### src/rtl/multicycle_control_if.sv
// Control bus between the multicycle controller and its datapath.
// master = controller side (drives datapath controls), slave = datapath side.
interface multicycle_control_if #(
   parameter int CNT_W   = 16,
   parameter int ALUOP_W = 2
);
   logic [5:0]         instruction;
   logic               mem_ready;
   logic               PCWrite, PCWriteCondE, PCWriteCondNE, IorD, MemRead, MemWrite;
   logic               MemtoReg, IRWrite, ALUSrcA, RegWrite, RegDst;
   logic [1:0]         PCSource, ALUSrcB;
   logic [ALUOP_W-1:0] ALUOp;
   logic               Illegal;
   logic [CNT_W-1:0]   Retired;
   logic [3:0]         State;

   modport master (
      input  instruction, mem_ready,
      output PCWrite, PCWriteCondE, PCWriteCondNE, IorD, MemRead, MemWrite,
             MemtoReg, IRWrite, ALUSrcA, RegWrite, RegDst, PCSource, ALUSrcB,
             ALUOp, Illegal, Retired, State
   );
   modport slave (
      output instruction, mem_ready,
      input  PCWrite, PCWriteCondE, PCWriteCondNE, IorD, MemRead, MemWrite,
             MemtoReg, IRWrite, ALUSrcA, RegWrite, RegDst, PCSource, ALUSrcB,
             ALUOp, Illegal, Retired, State
   );
endinterface

### src/rtl/multicycle_control.sv
// Multicycle MIPS-style control FSM with retired-instruction counter.
// Define MULTICYCLE_CONTROL_IMM_LOGIC_EN to accept andi/ori as immediate ops.
module multicycle_control #(
   parameter int CNT_W   = 16,
   parameter int ALUOP_W = 2
) (
   input  logic                 clk,
   input  logic                 rst,
   multicycle_control_if.master bus
);
   localparam logic [5:0] OP_R    = 6'b000000;
   localparam logic [5:0] OP_LW   = 6'b100011;
   localparam logic [5:0] OP_SW   = 6'b101011;
   localparam logic [5:0] OP_BEQ  = 6'b000100;
   localparam logic [5:0] OP_BNE  = 6'b000101;
   localparam logic [5:0] OP_J    = 6'b000010;
   localparam logic [5:0] OP_ADDI = 6'b001000;
   localparam logic [5:0] OP_ANDI = 6'b001100;
   localparam logic [5:0] OP_ORI  = 6'b001101;

   typedef enum logic [3:0] {
      FETCH  = 4'd0,  DECODE = 4'd1,  MEMADR = 4'd2,  MEMRD = 4'd3,
      MEMWB  = 4'd4,  MEMWR  = 4'd5,  EXEC   = 4'd6,  RWB   = 4'd7,
      BRANCH = 4'd8,  JUMP   = 4'd9,  IMMEX  = 4'd10, IMMWB = 4'd11
   } state_t;

   state_t           state;
   logic [CNT_W-1:0] retired;
   logic             immLogic;
   logic             knownOp;
   logic [1:0]       aluOp;

`ifdef MULTICYCLE_CONTROL_IMM_LOGIC_EN
   assign immLogic = (bus.instruction == OP_ANDI) || (bus.instruction == OP_ORI);
`else
   assign immLogic = 1'b0;
`endif

   always_comb begin
      case (bus.instruction)
         OP_R, OP_LW, OP_SW, OP_BEQ, OP_BNE, OP_J, OP_ADDI: knownOp = 1'b1;
         default:                                           knownOp = immLogic;
      endcase
   end

   always_ff @(posedge clk) begin
      if (rst) begin
         state   <= FETCH;
         retired <= '0;
      end else begin
         case (state)
            FETCH:  if (bus.mem_ready) state <= DECODE;
            DECODE: begin
               case (bus.instruction)
                  OP_R:           state <= EXEC;
                  OP_LW, OP_SW:   state <= MEMADR;
                  OP_BEQ, OP_BNE: state <= BRANCH;
                  OP_J:           state <= JUMP;
                  OP_ADDI:        state <= IMMEX;
                  default:        state <= immLogic ? IMMEX : FETCH;
               endcase
            end
            MEMADR: state <= (bus.instruction == OP_SW) ? MEMWR : MEMRD;
            MEMRD:  if (bus.mem_ready) state <= MEMWB;
            MEMWR:  if (bus.mem_ready) begin
               state   <= FETCH;
               retired <= retired + CNT_W'(1);
            end
            EXEC:   state <= RWB;
            IMMEX:  state <= IMMWB;
            MEMWB, RWB, BRANCH, JUMP, IMMWB: begin
               state   <= FETCH;
               retired <= retired + CNT_W'(1);
            end
            default: state <= FETCH;
         endcase
      end
   end

   assign bus.State   = state;
   assign bus.Retired = retired;
   assign bus.ALUOp   = ALUOP_W'(aluOp);

   // Controls decode straight from state so memory stalls see mem_ready the same cycle.
   always_comb begin
      bus.PCWrite       = 1'b0;
      bus.PCWriteCondE  = 1'b0;
      bus.PCWriteCondNE = 1'b0;
      bus.IorD          = 1'b0;
      bus.MemRead       = 1'b0;
      bus.MemWrite      = 1'b0;
      bus.MemtoReg      = 1'b0;
      bus.IRWrite       = 1'b0;
      bus.ALUSrcA       = 1'b0;
      bus.RegWrite      = 1'b0;
      bus.RegDst        = 1'b0;
      bus.PCSource      = 2'b00;
      bus.ALUSrcB       = 2'b00;
      bus.Illegal       = 1'b0;
      aluOp             = 2'b00;
      if (!rst) begin
         case (state)
            FETCH: begin
               bus.MemRead = 1'b1;
               bus.ALUSrcB = 2'b01;
               bus.IRWrite = bus.mem_ready;
               bus.PCWrite = bus.mem_ready;
            end
            DECODE: begin
               bus.ALUSrcB = 2'b11;
               bus.Illegal = !knownOp;
            end
            MEMADR: begin
               bus.ALUSrcA = 1'b1;
               bus.ALUSrcB = 2'b10;
            end
            MEMRD: begin
               bus.MemRead = 1'b1;
               bus.IorD    = 1'b1;
            end
            MEMWB: begin
               bus.MemtoReg = 1'b1;
               bus.RegWrite = 1'b1;
            end
            MEMWR: begin
               bus.MemWrite = 1'b1;
               bus.IorD     = 1'b1;
            end
            EXEC: begin
               bus.ALUSrcA = 1'b1;
               aluOp       = 2'b10;
            end
            RWB: begin
               bus.RegDst   = 1'b1;
               bus.RegWrite = 1'b1;
            end
            BRANCH: begin
               bus.ALUSrcA       = 1'b1;
               aluOp             = 2'b01;
               bus.PCSource      = 2'b01;
               bus.PCWriteCondE  = (bus.instruction == OP_BEQ);
               bus.PCWriteCondNE = (bus.instruction == OP_BNE);
            end
            JUMP: begin
               bus.PCWrite  = 1'b1;
               bus.PCSource = 2'b10;
            end
            IMMEX: begin
               bus.ALUSrcA = 1'b1;
               bus.ALUSrcB = 2'b10;
               aluOp       = immLogic ? 2'b11 : 2'b00;
            end
            IMMWB: bus.RegWrite = 1'b1;
            default: ;
         endcase
      end
   end
endmodule

### src/flat_wrapper.sv
// flat-port wrapper written by rule: the top's interface ports become plain ports
module multicycle_control_flat 
#(
   parameter int CNT_W   = 16,
   parameter int ALUOP_W = 2
)
  (clk, rst, bus_instruction, bus_mem_ready, bus_PCWrite, bus_PCWriteCondE, bus_PCWriteCondNE, bus_IorD, bus_MemRead, bus_MemWrite, bus_MemtoReg, bus_IRWrite, bus_ALUSrcA, bus_RegWrite, bus_RegDst, bus_PCSource, bus_ALUSrcB, bus_ALUOp, bus_Illegal, bus_Retired, bus_State);
  multicycle_control_if #(.CNT_W(CNT_W), .ALUOP_W(ALUOP_W)) bus_i ();
  input  logic clk;
  input  logic rst;
  input wire logic [$bits(bus_i.instruction)-1:0] bus_instruction;
  input wire logic [$bits(bus_i.mem_ready)-1:0] bus_mem_ready;
  output wire logic [$bits(bus_i.PCWrite)-1:0] bus_PCWrite;
  output wire logic [$bits(bus_i.PCWriteCondE)-1:0] bus_PCWriteCondE;
  output wire logic [$bits(bus_i.PCWriteCondNE)-1:0] bus_PCWriteCondNE;
  output wire logic [$bits(bus_i.IorD)-1:0] bus_IorD;
  output wire logic [$bits(bus_i.MemRead)-1:0] bus_MemRead;
  output wire logic [$bits(bus_i.MemWrite)-1:0] bus_MemWrite;
  output wire logic [$bits(bus_i.MemtoReg)-1:0] bus_MemtoReg;
  output wire logic [$bits(bus_i.IRWrite)-1:0] bus_IRWrite;
  output wire logic [$bits(bus_i.ALUSrcA)-1:0] bus_ALUSrcA;
  output wire logic [$bits(bus_i.RegWrite)-1:0] bus_RegWrite;
  output wire logic [$bits(bus_i.RegDst)-1:0] bus_RegDst;
  output wire logic [$bits(bus_i.PCSource)-1:0] bus_PCSource;
  output wire logic [$bits(bus_i.ALUSrcB)-1:0] bus_ALUSrcB;
  output wire logic [$bits(bus_i.ALUOp)-1:0] bus_ALUOp;
  output wire logic [$bits(bus_i.Illegal)-1:0] bus_Illegal;
  output wire logic [$bits(bus_i.Retired)-1:0] bus_Retired;
  output wire logic [$bits(bus_i.State)-1:0] bus_State;
  assign bus_i.instruction = bus_instruction;
  assign bus_i.mem_ready = bus_mem_ready;
  assign bus_PCWrite = bus_i.PCWrite;
  assign bus_PCWriteCondE = bus_i.PCWriteCondE;
  assign bus_PCWriteCondNE = bus_i.PCWriteCondNE;
  assign bus_IorD = bus_i.IorD;
  assign bus_MemRead = bus_i.MemRead;
  assign bus_MemWrite = bus_i.MemWrite;
  assign bus_MemtoReg = bus_i.MemtoReg;
  assign bus_IRWrite = bus_i.IRWrite;
  assign bus_ALUSrcA = bus_i.ALUSrcA;
  assign bus_RegWrite = bus_i.RegWrite;
  assign bus_RegDst = bus_i.RegDst;
  assign bus_PCSource = bus_i.PCSource;
  assign bus_ALUSrcB = bus_i.ALUSrcB;
  assign bus_ALUOp = bus_i.ALUOp;
  assign bus_Illegal = bus_i.Illegal;
  assign bus_Retired = bus_i.Retired;
  assign bus_State = bus_i.State;
  multicycle_control #(.CNT_W(CNT_W), .ALUOP_W(ALUOP_W)) u_core (.clk(clk), .rst(rst), .bus(bus_i));
endmodule
### config.mk
export PLATFORM = sky130hd
export DESIGN_NAME = multicycle_control_flat
export DESIGN_NICKNAME = d
export VERILOG_FILES = /design/src/rtl/multicycle_control_if.sv /design/src/rtl/multicycle_control.sv /design/src/flat_wrapper.sv
export SDC_FILE = /design/constraint.sdc
export NUM_CORES = 1
export LEC_CHECK = 0
export ABC_AREA = 1
export CORE_MARGIN = 1.5
export CORE_UTILIZATION = 46
export CTS_CLUSTER_SIZE = 28
export DETAILED_ROUTE_END_ITERATION = 8
export PLACE_DENSITY_LB_ADDON = 0.25
export SLEW_MARGIN = 10
export SYNTH_ARGS = -nofsm -noshare
export SYNTH_HDL_FRONTEND = slang
export SYNTH_SLANG_ARGS = --single-unit
### constraint.sdc
create_clock -name clk -period 1.65 [get_ports clk]
set_input_delay 0.33 -clock clk [delete_from_list [all_inputs] [get_ports clk]]
set_output_delay 0.33 -clock clk [all_outputs]
set_load 0.02 [all_outputs]
==> results.txt, run 1 <==
Worst-skew pair later-pin latency -> 0.33 ns
Post-synth cell types -> 21
CP endpoint kind -> output port
Initial antenna violation count -> 0
Failing checks -> setup timing
Final cell count without fillers -> 399
Crit path DAT -> 1.41 ns
Int Power -> 0.000758 W
Post-Route WL -> 5080 um
Tmin final -> 1.74 ns
Layout area overhead -> 70.3%
Largest net degree at the start of global routing -> 20
Core area -> 3050 um^2
Worst-margin pin slew -> 0.328 ns
Tightest Hold Check Type -> primary input to register
Sequential fraction of the synthesis area -> 27.3%
Pleak -> 1.21 nW
Nets -> 366
Synth Register Bits -> 20
Antenna viol nets, final -> 0
CTS H-tree lvls -> 1
Drt wl/cell -> 12.7 um
First-pass GRT wire length -> 7330 um
Fraction of layout cells with a size suffix above 1 -> 37.5%
Vias in the first global route -> 1,655
Via count -> 1,997
Design Power -> 0.00109 W
Drt pass-1 iters -> 4
Finish-stage setup viols -> 16
PortBufs -> 46
Worst EP required -> 1.32 ns
Gate Count Post-Synth -> 260
Slew headroom -> 78.0%
TNS Setup -> -0.661 ns
Comb pwr share -> 26.4%
Startpoint types -> register
Diode count -> 0
Tcrit/Tclk final -> 106%
Routability cong. -> 0.918
Starting Density -> 48.1%
GRT overflow -> 0
Dpl ws -> -0.683 ns
Sw power -> 0.000332 W
Sw Ratio -> 30.4%
Synthesized area -> 1470 um^2
CTS Sinks -> 20
Status -> finished with violations
Die height -> 59.5 um
Vias per Instance -> 5.01
DP Cell Count -> 384
Remaining DRCs -> 0
Site Rows -> 20
TritonCTS Buffers -> 3
Post-Syn Nets -> 270
Most common cell after layout, fill and taps aside -> nand2_1
Fmax -> 573 MHz
Pwr dens -> 436 nW/um^2
RSZ-0062 raised after global routing -> true
Slew Limit Fails -> 0
Syn_area_per_cell -> 5.65 um^2
Worst-path clk slew -> 0.13 ns
DP HPWL -> 3290 um
Clock network fraction of design power -> 27.9%
Die footprint -> 3540 um^2
DR iter-0 viols -> 134
GRT Util Overall -> 27.1%
Clock buffer depth -> 2
Max-cap violations -> 0
IO Count -> 47
Synth warn -> 0
Root Driver -> clkbuf_4
Reg power frac -> 45.7%
Skew final -> 0.0185 ns
Final WS setup -> -0.0947 ns
Die width -> 59.5 um
Fin. Hold Viols -> 0
CTS tree -> done
Max VDD drop -> 0.436 mV
Commonest cells after routing, fill and taps aside -> nand2_1 (73), buf_4 (60), nor2_1 (36)
Post-CTS Hold Buffers -> 0
Max FO, Critical Path -> 5
Crit path kind -> register to output port
## layout make-up
type / instances / area [um^2]
repair buffers: 97 / 797
flip-flops and latches: 20 / 410
fillers: 213 / 552
inverters: 36 / 135
well taps: 44 / 55.1
multi-input cells: 198 / 1070
clock buffers: 4 / 36.3
## cell families after synthesis
logic type	after synthesis	synth area share [%]
simple gates	167	47.3
buf+inv	42	11.5
compound gates	28	11.9
flops	20	27.3
xor+xnor	2	1.19
fa+ha+maj	1	0.852
## critical path, stage by stage, from the launching register on
cell,delay (ns)
dfxtp_4,0.43
nand2_2,0.09
buf_4,0.15
nor3_1,0.21
buf_2,0.21
## through the flow
step	util (%)	hold WS, ns	instance area (um^2)
floorplan	-	0.551	1480
global placement	74.4	0.479	2270
detailed placement	74.4	0.487	2270
CTS	75.9	0.504	2320
global route	81.9	0.512	2500
finish	81.9	0.491	2500
## power groups by stage
stage | Clock (W) | Sequential (W) | Combinational (W)
2_1_floorplan | 0 | 0.000510 | 0.0000991
3_3_place_gp | 0 | 0.000505 | 0.000227
3_5_place_dp | 0 | 0.000505 | 0.000231
4_1_cts | 0.000298 | 0.000495 | 0.000237
5_1_grt | 0.000317 | 0.000499 | 0.000309
6_report | 0.000304 | 0.000498 | 0.000288
## flip-flops by register name (all words and copies together) (netlist names)
register / flops
u_core.bus.Retired: 16
u_core.bus.State: 4
## path summary, 6_finish.rpt
path / from / end / slack, ns / cells after the start
worst max-delay path: u_core.bus.State[0] / bus_RegDst / -0.09 / 4
worst min-delay path: rst / u_core.bus.State[0] / 0.49 / 3
worst max register to register: u_core.bus.State[2] / u_core.bus.Retired[11] / 0.07 / 10
worst min register to register: u_core.bus.Retired[15] / u_core.bus.Retired[15] / 0.50 / 2
## Yosys cell counts
| cell type | n | area, um^2 |
|---|---|---|
| ha_1 | 1 | 12.5 |
| nor2_4 | 1 | 11.3 |
| o21ai_0 | 5 | 25.0 |
| a21oi_4 | 1 | 16.3 |
| inv_2 | 1 | 3.75 |
| nor3_1 | 5 | 25.0 |
| nand2_2 | 6 | 37.5 |
| nand2_1 | 82 | 308 |
| xnor2_1 | 2 | 17.5 |
| nor2_1 | 48 | 180 |
| o31ai_1 | 1 | 7.51 |
| buf_4 | 1 | 7.51 |
| inv_1 | 35 | 131 |
| a21oi_2 | 5 | 43.8 |
| nand4_1 | 6 | 37.5 |
| nand3_1 | 19 | 95.1 |
| a22oi_1 | 1 | 7.51 |
| a21oi_1 | 15 | 75.1 |
| dfxtp_1 | 20 | 400 |
| buf_6 | 1 | 11.3 |
| clkbuf_1 | 4 | 15.0 |
## layer usage
| layer | vias up | part of all wire, % | track usage, % |
|---|---|---|---|
| met5 | - | 0 | 0 |
| met4 | 0 | 1.6 | 6.98 |
| met3 | 12 | 6.0 | 5.02 |
| met2 | 73 | 50 | 43.2 |
| met1 | 909 | 43 | 37.8 |
| li1 | 1003 | - | - |
## timing repair
item / in CTS / in global routing
pin swaps: 6 / 13
endpoints found under the setup margin: 37 / 29
buffers inserted: 5 / 6
gates resized for setup: 139 / 55
No activity file was read; power rests on OpenSTA's default activity.
==> run 2, diff against run 1 <==
--- a/config.mk
+++ b/config.mk
@@ -11,6 +11,7 @@
 export CTS_CLUSTER_SIZE = 28
 export DETAILED_ROUTE_END_ITERATION = 8
 export PLACE_DENSITY_LB_ADDON = 0.25
+export SKIP_LAST_GASP = 1
 export SLEW_MARGIN = 10
 export SYNTH_ARGS = -nofsm -noshare
 export SYNTH_HDL_FRONTEND = slang
==> run 2 against run 1 <==
Routed wire length is 3.5% lower. Non-clock buffer count is 1 lower. The flow still finishes with violations (setup timing). Maximum frequency is 0.41% higher. Clock skew is 0.0053 ns lower. Die area stayed put. Design area is 0.65% lower. Sequential power hardly changed. Register-to-register slack hardly changed. Highest routed layer unchanged. Worst setup slack better by 0.0072 ns. First-iteration DRC count is 22% lower. Clock power is 3% lower. Sequential share of layout area is 0.21 points higher.
==> results.txt, run 2 (synthesis gave the netlist of run 1 again) <==
Status -> finished with violations
Failing checks -> setup timing
Comb pwr share -> 26.3%
Fin. Hold Viols -> 0
Nets -> 365
IO Count -> 47
First-pass GRT wire length -> 7260 um
Reg power frac -> 46.2%
Fraction of layout cells with a size suffix above 1 -> 37.9%
Drt pass-1 iters -> 4
Slew Limit Fails -> 0
Diode count -> 0
Die width -> 59.5 um
Sw Ratio -> 29.9%
Final hold slack -> 0.499 ns
Worst-path clk slew -> 0.12 ns
Skew final -> 0.0132 ns
Most used cell along the critical path -> buf_4
Max-cap violations -> 0
Remaining DRCs -> 0
Worst EP required -> 1.32 ns
Tcrit/Tclk final -> 105%
Final WS setup -> -0.0875 ns
Vias in the first global route -> 1,636
Worst-margin pin slew -> 0.322 ns
Starting Density -> 48.1%
Max VDD drop -> 0.439 mV
Post-CTS Hold Buffers -> 0
Max FO, Critical Path -> 5
CP endpoint kind -> output port
DR iter-0 viols -> 105
Int Power -> 0.000753 W
Clock buffer depth -> 2
Crit path DAT -> 1.41 ns
Crit-path cells -> inv_2 -> nand2_2 -> buf_4 -> nor3_1 -> buf_4
Die footprint -> 3540 um^2
Tmin final -> 1.74 ns
Sw power -> 0.000321 W
Commonest cells after routing, fill and taps aside -> nand2_1 (72), buf_4 (59), nor2_1 (35)
TritonCTS Buffers -> 3
CTS tree -> done
Slew headroom -> 78.4%
Fin area -> 2480 um^2
Root Driver -> clkbuf_4
Layout fillers -> 220
CTS Sinks -> 20
Initial antenna violation count -> 0
GRT Util Overall -> 26.9%
Antenna viol nets, final -> 0
Clock network fraction of design power -> 27.5%
Die height -> 59.5 um
Post-Route WL -> 4900 um
DP HPWL -> 3290 um
Pleak -> 1.20 nW
Startpoint types -> register
Dpl ws -> -0.683 ns
Site Rows -> 20
Fmax -> 576 MHz
Most common cell after layout, fill and taps aside -> nand2_1
CTS H-tree lvls -> 1
Tightest Hold Check Type -> register to register
Routability cong. -> 0.918
Vias per Instance -> 4.89
Largest net degree at the start of global routing -> 20
Via count -> 1,945
Drt wl/cell -> 12.3 um
RSZ-0062 raised after global routing -> true
Critical path's slowest cell -> dfxtp_4
Crit path kind -> register to output port
Slowest stage delay, CP -> 0.40 ns
GRT overflow -> 0
Finish-stage setup viols -> 14
Pwr dens -> 432 nW/um^2
Worst-skew pair later-pin latency -> 0.32 ns
Post-DP Area -> 2270 um^2
Layout area overhead -> 69.2%
Core area -> 3050 um^2
Largest register FFs -> 16
PortBufs -> 46
[run 2: per-layer routing]
| layer | wire [um] | part of all wire [%] | track usage (%) | vias up |
|---|---|---|---|---|
| li1 | - | - | - | 999 |
| met1 | 2150 | 44 | 37.7 | 866 |
| met2 | 2350 | 48 | 42.9 | 64 |
| met3 | 274 | 5.6 | 4.80 | 16 |
| met4 | 127 | 2.6 | 6.67 | 0 |
| met5 | 0 | 0 | 0 | - |
[run 2: final timing paths]
kind | from | to | slack, ns | depth (start not counted)
max | u_core.bus.State[0] | bus_ALUOp[1] | -0.09 | 5
max reg2reg | u_core.bus.Retired[1] | u_core.bus.Retired[8] | 0.08 | 7
min reg2reg | u_core.bus.Retired[15] | u_core.bus.Retired[15] | 0.50 | 2
min | u_core.bus.Retired[15] | u_core.bus.Retired[15] | 0.50 | 2
[run 2: layout make-up]
| class | count | area (um^2) | area share, % |
|---|---|---|---|
| repair buffers | 96 | 790 | 31.8 |
| inverters | 36 | 138 | 5.54 |
| flip-flops and latches | 20 | 413 | 16.6 |
| clock buffers | 4 | 36.3 | 1.46 |
| well taps | 44 | 55.1 | 2.22 |
| multi-input cells | 198 | 1050 | 42.4 |
[run 2: repair_timing]
item | CTS | global route
pin swaps | 6 | 15
gates resized for setup | 136 | 59
setup buffers | 5 | 5
endpoints found under the setup margin | 37 | 29
gates cloned | 0 | 0
[run 2: critical path, delay by kind of cell (launching register included)]
family / cells / cell delay, ns
flops: 1 / 0.40
buf+inv: 3 / 0.40
simple gates: 2 / 0.29
[run 2: metrics by stage]
| stage | utilization, % | power [W] | setup TNS (ns) | cells |
|---|---|---|---|---|
| after floorplan | - | 0.000609 | -0.112 | 260 |
| after global placement | 74.4 | 0.000732 | -8.76 | 384 |
| after detailed placement | 74.4 | 0.000736 | -9.29 | 384 |
| after CTS | 75.6 | 0.00103 | -0.513 | 393 |
| after global routing | 81.4 | 0.00112 | -1.73 | 398 |
| final | 81.4 | 0.00107 | -0.593 | 398 |
[run 2: power groups by stage]
stage / clock network (W) / logic [W] / registers (W)
4_1_cts: 0.000298 / 0.000237 / 0.000495
3_5_place_dp: 0 / 0.000231 / 0.000505
6_report: 0.000296 / 0.000283 / 0.000496
2_1_floorplan: 0 / 0.0000991 / 0.000510
5_1_grt: 0.000316 / 0.000304 / 0.000496
3_3_place_gp: 0 / 0.000227 / 0.000505
==> run 3, diff against run 2 <==
--- a/config.mk
+++ b/config.mk
@@ -6,10 +6,13 @@
 export NUM_CORES = 1
 export LEC_CHECK = 0
 export ABC_AREA = 1
+export CAP_MARGIN = 20
+export CORE_ASPECT_RATIO = 1.1
 export CORE_MARGIN = 1.5
 export CORE_UTILIZATION = 46
 export CTS_CLUSTER_SIZE = 28
 export DETAILED_ROUTE_END_ITERATION = 8
+export MAX_ROUTING_LAYER = met4
 export PLACE_DENSITY_LB_ADDON = 0.25
 export SKIP_LAST_GASP = 1
 export SLEW_MARGIN = 10
==> run 3 against run 2 <==
The run still ends with setup timing left. Worst hold slack got worse by 0.0083 ns. Clock-buffer cell count is 1 lower. Routed wire length fell by 7.8%. Via count grew 0.87%. Combinational power down 6%. Total power is 7.3% lower. Critical path depth is 2 higher. Sequential share of layout area up 0.37 points. First-iteration DRC count down 1.9%. Utilization decreased by 1.6 points.
==> results.txt, run 3 (synthesis gave the netlist of run 1 again) <==
Die footprint -> 3540 um^2
R2r setup slk -> 0.14 ns
Clock network fraction of design power -> 23.7%
Largest net degree at the start of global routing -> 14
Max VDD drop -> 0.435 mV
TNS Setup -> -0.670 ns
Fraction of layout cells with a size suffix above 1 -> 33.5%
RSZ-0062 raised after global routing -> true
Crit path kind -> register to output port
Root Driver -> clkbuf_4
Hold depth -> 2
GRT Util Overall -> 25.9%
Tcrit/Tclk final -> 105%
Via count -> 1,962
GRT overflow -> 0
Worst Hold End -> u_core.bus.Retired[15]
Crit Reg-Reg Endpoint -> u_core.bus.Retired[9]
First-pass GRT wire length -> 7380 um
Core area -> 3050 um^2
Status -> finished with violations
Sw Ratio -> 30.1%
Failing checks -> setup timing
Layout fillers -> 238
CTS H-tree lvls -> 1
CTS Sinks -> 20
Starting Density -> 48.2%
Met2 WL post-DR -> 2420 um
Post-Route WL -> 4520 um
Skew final -> 0.00131 ns
Comb pwr share -> 26.7%
Int Power -> 0.000697 W
DP Cell Count -> 376
Startpoint types -> register
Clock buffer depth -> 2
Final cell count without fillers -> 389
Max FO, Critical Path -> 5
M1 WL -> 1800 um
Hold_sp -> u_core.bus.Retired[15]
Reg power frac -> 49.6%
Vias per Instance -> 5.04
Most common cell after layout, fill and taps aside -> nand2_1
Pwr dens -> 410 nW/um^2
Pleak -> 1.24 nW
CTS tree -> done
Nets -> 367
IO Count -> 47
Vias in the first global route -> 1,782
Crit Reg-Reg Startpoint -> u_core.bus.State[3]
DR iter-0 viols -> 103
Cells on worst reg2reg path -> 12
Worst-margin pin slew -> 0.359 ns
Drt pass-1 iters -> 4
TritonCTS Buffers -> 3
Slew headroom -> 76.0%
Post-CTS Hold Buffers -> 0
Antenna viol nets, final -> 0
Worst EP required -> 1.32 ns
Diode count -> 0
Tmin final -> 1.74 ns
Initial antenna violation count -> 0
Final WS setup -> -0.0873 ns
Routability cong. -> 0.901
Site Rows -> 21
Die width -> 56.9 um
Drt wl/cell -> 11.6 um
Fin. Hold Viols -> 0
Commonest cells after routing, fill and taps aside -> nand2_1 (75), buf_4 (59), nor2_1 (37)
Die height -> 62.3 um
Slew Limit Fails -> 0
Worst-path clk slew -> 0.11 ns
Max Used Layer -> met4
Remaining DRCs -> 0
Largest register FFs -> 16
Tightest Hold Check Type -> register to register
Sw power -> 0.000299 W
Crit path DAT -> 1.41 ns
Worst-skew pair later-pin latency -> 0.31 ns
Layout area overhead -> 65.5%
Fmax -> 576 MHz
Finish-stage setup viols -> 13
DP HPWL -> 3250 um
CP endpoint kind -> output port
Max-cap violations -> 0
Final hold slack -> 0.491 ns
PortBufs -> 46
Met3 WL -> 189 um
## run 3: worst max-delay path by stage
stage,depth (start not counted),start,end
2_1_floorplan,6,u_core.bus.State[3],bus_PCWriteCondE
3_3_place_gp,7,bus_instruction[4],bus_PCWriteCondNE
3_5_place_dp,8,bus_instruction[4],bus_Illegal
4_1_cts,6,u_core.bus.State[0],bus_PCWrite
5_1_grt,6,u_core.bus.State[0],bus_ALUSrcA
6_report,7,u_core.bus.State[3],bus_IorD
## run 3: critical path: stages, from the launching register on
cell and delay [ns]:
dfxtp_4 0.38, inv_4 0.07, buf_6 0.11, nand2_8 0.06, nor2_4 0.14, nor2_2 0.05
nor2_1 0.13, buf_4 0.16
## run 3: routing by layer
metal  track usage [%]  up-vias
li1                  -     1006
met1              28.7      893
met5                 -        -
met2              47.3       52
met3              2.92       11
met4              8.43        0
## run 3: final cells by class
type / instances / area [um^2] / area share, %
multi-input combinational: 198 / 1010 / 41.7
tap: 34 / 42.5 / 1.75
inverter: 36 / 138 / 5.66
clock buffer: 3 / 22.5 / 0.926
sequential: 20 / 413 / 17.0
timing repair buffer: 98 / 801 / 32.9
## run 3: what timing repair did
item	4_1_cts	5_1_grt
pin swaps	4	16
buffers inserted	6	4
setup endpoints to repair	33	27
gates resized for setup	124	38
gates cloned	0	0
## run 3: power by group through the flow
stage,Sequential (W),Combinational [W],Clock (W)
2_1_floorplan,0.000510,0.0000991,0
3_3_place_gp,0.000504,0.000225,0
3_5_place_dp,0.000504,0.000230,0
4_1_cts,0.000495,0.000235,0.000242
5_1_grt,0.000495,0.000289,0.000256
6_report,0.000494,0.000266,0.000236
## run 3: per-stage QoR
| step | setup WS [ns] | area, um^2 | util [%] | total power [W] |
|---|---|---|---|---|
| 2_1_floorplan | -0.0471 | 1480 | - | 0.000609 |
| 3_3_place_gp | -0.598 | 2270 | 74.6 | 0.000729 |
| 3_5_place_dp | -0.641 | 2270 | 74.6 | 0.000734 |
| 4_1_cts | -0.107 | 2310 | 75.7 | 0.000971 |
| 5_1_grt | -0.164 | 2430 | 79.8 | 0.00104 |
| 6_report | -0.0873 | 2430 | 79.8 | 0.000996 |
